[config.mk]
export PLATFORM = sky130hd
export DESIGN_NAME = if_pc_unit
export DESIGN_NICKNAME = d
export VERILOG_FILES = /design/src/rtl/if_pc_unit_pkg.sv /design/src/rtl/if_pc_unit.sv
export SDC_FILE = /design/constraint.sdc
export NUM_CORES = 1
export LEC_CHECK = 0
export CORE_MARGIN = 4
export CORE_UTILIZATION = 40
export CTS_CLUSTER_DIAMETER = 60
export DETAILED_ROUTE_END_ITERATION = 8
export PLACE_DENSITY = 0.79
export SETUP_SLACK_MARGIN = 0.1
export SLEW_MARGIN = 40
export SYNTH_ARGS = -nofsm -noshare
export SYNTH_HDL_FRONTEND = slang
export SYNTH_SLANG_ARGS = --single-unit
[constraint.sdc]
create_clock -name Clk -period 6.8 [get_ports Clk]
set_input_delay 1.02 -clock Clk [delete_from_list [all_inputs] [get_ports Clk]]
set_output_delay 1.02 -clock Clk [all_outputs]
set_load 0.01 [all_outputs]
[src/rtl/if_pc_unit_pkg.sv]
// Shared pipeline definitions for the fetch PC unit, IF/ID register and hazard unit.
package if_pc_unit_pkg;

  localparam int unsigned PC_W               = 32;
  localparam int unsigned IMEM_DEPTH_DEFAULT = 1024;

  typedef enum logic {
    RUN  = 1'b0,
    HALT = 1'b1
  } pc_state_e;

endpackage

[src/rtl/if_pc_unit.sv]
// Instruction-fetch program counter: prioritised redirect/halt/stall next-PC
// selection with sticky out-of-range fault and RUN/HALT control.
module if_pc_unit
  import if_pc_unit_pkg::*;
#(
  parameter logic [PC_W-1:0] RESET_PC   = 32'h0000_0000,
  parameter int unsigned     IMEM_DEPTH = IMEM_DEPTH_DEFAULT
) (
  input  logic            Clk,
  input  logic            Rst_n,
  input  logic            Stall_IF,
  input  logic            Branch_Taken,
  input  logic [PC_W-1:0] Branch_Target,
  input  logic            Jump,
  input  logic [PC_W-1:0] Jump_Target,
  input  logic            Halt_Req,
  input  logic            Resume,
  output logic [PC_W-1:0] PC_IF,
  output logic [PC_W-1:0] PC_Plus1_IF,
  output logic            Fetch_Valid,
  output logic            Flush_IFID,
  output logic            Halted,
  output logic            Fault
);

  localparam logic [PC_W-1:0] DEPTH = PC_W'(IMEM_DEPTH);

  pc_state_e       state_q, state_d;
  logic [PC_W-1:0] pc_q, pc_d;
  logic            flush_q, flush_d;
  logic            fault_q, fault_d;
  logic [PC_W-1:0] pc_inc;

  assign pc_inc = pc_q + PC_W'(1);

  // Next-state / next-PC selection
  always_comb begin
    state_d = state_q;
    pc_d    = pc_q;
    flush_d = 1'b0;
    fault_d = fault_q;

    case (state_q)
      RUN: begin
        if (Branch_Taken || Jump) begin
          pc_d = Branch_Taken ? Branch_Target : Jump_Target;
          if (pc_d >= DEPTH) begin
            fault_d = 1'b1;
            state_d = HALT;
          end else begin
            flush_d = 1'b1;
          end
        end else if (Halt_Req) begin
          state_d = HALT;
        end else if (!Stall_IF) begin
          pc_d = pc_inc;
          if (pc_d >= DEPTH) begin
            fault_d = 1'b1;
            state_d = HALT;
          end
        end
      end
      HALT: begin
        // A faulted unit only leaves HALT through reset
        if (Resume && !fault_q) begin
          state_d = RUN;
        end
      end
      default: state_d = RUN;
    endcase
  end

  always_ff @(posedge Clk) begin
    if (!Rst_n) begin
      state_q <= RUN;
      pc_q    <= RESET_PC;
      flush_q <= 1'b0;
      fault_q <= 1'b0;
    end else begin
      state_q <= state_d;
      pc_q    <= pc_d;
      flush_q <= flush_d;
      fault_q <= fault_d;
    end
  end

  assign PC_IF       = pc_q;
  assign PC_Plus1_IF = pc_inc;
  assign Fetch_Valid = (state_q == RUN) && (pc_q < DEPTH);
  assign Flush_IFID  = flush_q;
  assign Halted      = (state_q == HALT);
  assign Fault       = fault_q;

endmodule

=== Yosys cells after proc, flatten, opt, wreduce, memory -nomap -nowiden ===
Index checks and enable logic that the tools add are counted.

* Register bits after elaboration: 35
* Latch bits: 0
* Bits in writable memories: 0
* Memory bits (read-only): 0
* Input bits: 71
* Output and inout bits: 68
* Memories: 0

* Add/subtract/negate cells: 1
* $mul: 0
* Divide/modulo/power cells: 0
* $lt $le $gt $ge: 3
* Equality and inequality tests: 3
* Shift-type cells: 0
* Mux-type cells: 17
* Bitwise logic cells: 3
* Reduce and logical (&&, ||, !) cells: 8

{| class="wikitable"
|+ Operator list
! operator !! count
|-
| 2-to-1 mux 32 bit || 4
|-
| >= comparator 32 x 11 -> 1 bit (second input constant) || 2
|-
| adder 32 x 1 -> 32 bit (second input constant) || 1
|-
| < comparator 32 x 11 -> 1 bit (second input constant) || 1
|-
| 2-to-1 mux 1 bit || 12
|-
| inequality test 2 x 1 -> 1 bit (second input constant) || 3
|-
| AND reduction 5 bit || 1
|-
| NOT 1 bit || 3
|-
| AND reduction 3 bit || 1
|-
| OR reduction 3 bit || 1
|-
| logical AND 1 bit || 2
|-
| one-hot mux 1 bit (2 select lines) || 1
|-
| nonzero test 2 bit || 1
|-
| logical NOT 1 bit || 1
|-
| logical OR 1 bit || 1
|}

=== Logic depth before layout (Yosys ltp) ===
* Depth in word-level cells: 7
* Mapped depth: 9

=== Least setup slack after synthesis ===
OpenSTA, ideal clock, no wires.

* Kind: flip-flop to output port
* From: register pc_q[4] (netlist: PC_IF[4])
* To: output port PC_Plus1_IF[20]
* Arrival: 1.800 ns
* Setup slack: 3.980 ns
* Cell stages (with the launch flop): 8
* Cells stage by stage: dfxtp_1 > buf_2 > and4_1 > buf_2 > nand2_1 > nor4_1 > nand2_1 > xnor2_1

* Cells in the longest elaborated chain, start to end: 1

{| class="wikitable"
|+ Ends and longest elaborated chain
! element !! RTL line !! RTL
|-
| from (decl) || if_pc_unit.sv:29 || <nowiki>logic [PC_W-1:0] pc_q, pc_d;</nowiki>
|-
| from (signal assigned) || if_pc_unit.sv:81 || <nowiki>pc_q <= pc_d;</nowiki>
|-
| adder 32 x 1 -> 32 bit || if_pc_unit.sv:34 || <nowiki>assign pc_inc = pc_q + PC_W'(1);</nowiki>
|-
| to (decl) || if_pc_unit.sv:19 || <nowiki>output logic [PC_W-1:0] PC_Plus1_IF,</nowiki>
|}

Every way passes these cells.

=== Final worst setup path ===
Ends and elaborated chain as after synthesis.

==> results.cfg <==
[sta]
hold_viol = 0
period_minus_slack_ns = 4.03
finalClockSkew_ns = 0.00852
max_freq_mhz = 248
setup_violations = 0
slew_violations = 0
max_slew_margin = 0.543
finalWorstSetupSlack_ns = 2.77
whs_ns = 0.495
finalSetupTns_ns = 0
rsz0062_at_grt = no
finalCritPeriodShare = 0.593
tightest_slew_ns = 0.679

[routing]
drc = 0
postRouteAntennaNets = 0
first_pass_iters = 5
wire_per_inst_um = 18.1
drt_iter0_markers = 309
drt_wl_total_mm = 11.7
vias = 3787
vias_per_cell = 5.86

[setup_path]
crit_fanout = 9
worst_path_max_delay_cell = nor4_1
crit_top_cell = nand2_1
crit_type = reg -> out
path_cells = and4_1 -> nand2_1 -> nor4_1 -> nand2_1 -> xnor2_1 -> clkdlybuf4s50_1
path_buf_inv = 1
start_kind = register
cp.arrival_ns = 3.01
critical_path.max_stage_delay_ns = 0.64
critPathCaptureType = primary output
cp.required_ns = 5.78
ff2ff_setup_slack_ns = 3.86
crit_family = simple AND/OR/NAND/NOR gates

[pwr]
ir_drop_uv = 71.5
p_per_area_nw_per_um2 = 172
p_leak_nw = 1.66

[logic_synthesis]
yosys.area.top_type = dfxtp_1
ys_types = 54
syn-instance-count = 437
async_reset_ff_frac = 0
synth-warning-count = 0
synth_sequential_area_ratio = 0.227
synth_flop_cell = dfxtp_1
synth_top_area_frac = 0.227
synth_common_cells = nand2_1 (46), nor2_1 (46), o21ai_0 (40)
netlist_area_um2 = 3090
synth_area_leaders = dfxtp_1 (23%), o21ai_0 (6.5%), a21oi_1 (5.8%)
synth_edf_count = 0
synth.avg_cell_area_um2 = 7.07
ys_ff_latch = 35
syn_nets = 509

[finish]
nets = 618
drive_gt1_frac = 0.0512
nFillCells = 690
multi_input_area_um2 = 2120
regArea_um2 = 701
fin_cells = 646
antenna_cells = 0
area.growth.synth_to_final_pct = 45.3

[clocking]
clk_pin_slew_ns = 0.08
root_buffer = clkbuf_8
post_cts_resized = 0
cts.path.max_buffers = 2
clock_latency_ns = 0.29
cts_buffers = 5
hold_buffers = 0
cts_tree = yes
cts_setup_buffers = 0
cts_sinks = 35
htreeDepth = 2

[grt]
grt_first_pass_wirelength_mm = 18.2
overflow = 0
grt_usage = 0.252
grt_max_degree = 45
antenna_found_initial = 0
grt_pass1_vias = 3631

[place]
dp_hpwl_mm = 8.77
gp_congestion = 0.931
dp_cells = 638
dp_slack_ns = 2.84
port_buffers = 138

[min_path]
hold_path_class = reg -> reg

[die]
start_util = 0.419
dieWidth_um = 95.9
die_h_um = 95.9
dieArea_um2 = 9190
core_region_area_um2 = 7370
rows = 31
ios = 139

[job]
maxCapViolCount = 0

[run_status]
outcome = complete, no violations
## sequential cells by signal (all words and copies together), names as in the netlist
| signal | flops |
|---|---|
| PC_IF | 32 |
| Flush_IFID | 1 |
| Fault | 1 |
| Halted | 1 |
## cell type report
| type | instances | area share |
|---|---|---|
| clock buffers | 8 | 0.0223 |
| inverters | 14 | 0.0117 |
| multi-input cells | 350 | 0.473 |
| flip-flops and latches | 35 | 0.156 |
| well taps | 99 | 0.0276 |
| repair buffers | 140 | 0.309 |
## power by group
part / switching [mW] / internal (mW)
clock network: 0.0786 / 0.0926
logic: 0.148 / 0.171
registers: 0.0519 / 0.228
total: 0.279 / 0.492
## routing by layer
| layer | share of wire | track usage | vias up |
|---|---|---|---|
| li1 | - | - | 1795 |
| met1 | 0.41 | 0.324 | 1764 |
| met2 | 0.46 | 0.416 | 208 |
| met3 | 0.11 | 0.0680 | 20 |
| met4 | 0.017 | 0.0664 | 0 |
| met5 | 0 | 0 | - |
## final timing paths
check | start | to | depth (start not counted)
max | PC_IF[4]$_SDFFE_PN0P_ | PC_Plus1_IF[20] | 6
min | PC_IF[30]$_SDFFE_PN0P_ | PC_IF[30]$_SDFFE_PN0P_ | 2
max reg2reg | PC_IF[0]$_SDFFE_PN0P_ | Fault$_SDFFE_PN0P_ | 8
min reg2reg | PC_IF[30]$_SDFFE_PN0P_ | PC_IF[30]$_SDFFE_PN0P_ | 2
## cell usage in the layout (no fill, tap or decap), types with 3 or more instances in the layout
master and count:
a211oi_1 5, a21oi_1 36, a22oi_1 9, and3_1 3, and4_1 6, clkbuf_8 7, clkdlybuf4s50_1 136, dfxtp_1 35
inv_1 12, mux2_2 4, mux2i_1 15, nand2_1 46, nand3_1 17, nand4_1 13, nor2_1 45, nor3_1 13
nor3b_1 3, nor4_1 19, o211ai_1 12, o21ai_0 40, xnor2_1 19, xor2_1 13
## cells by family after synthesis
logic type	share of synthesized area
buffers and inverters	0.0863
xor gates and xnor gates	0.0907
muxes	0.0632
adders and majority gates	0.00405
DFF	0.227
and+or+nand+nor	0.320
AOI/OAI and AO/OA	0.209
## worst register-to-register path, cell delays in order, from the launching register on
cell	delay, ns
dfxtp_1	0.48
ha_1	0.35
and2_1	0.30
nand4_1	0.27
nor3_2	0.28
xor2_1	0.15
or4b_1	0.55
nor4_2	0.28
a311oi_1	0.14
## stage by stage
step                      power, mW   util  area [µm²]
after detailed placement      0.601  0.596        4390
after floorplan               0.436      -        3090
after global routing          0.815  0.609        4490
final                         0.771  0.609        4490
after global placement        0.596  0.596        4390
after CTS                     0.770  0.610        4490
Note: power is estimated with default switching activity, not from simulation.
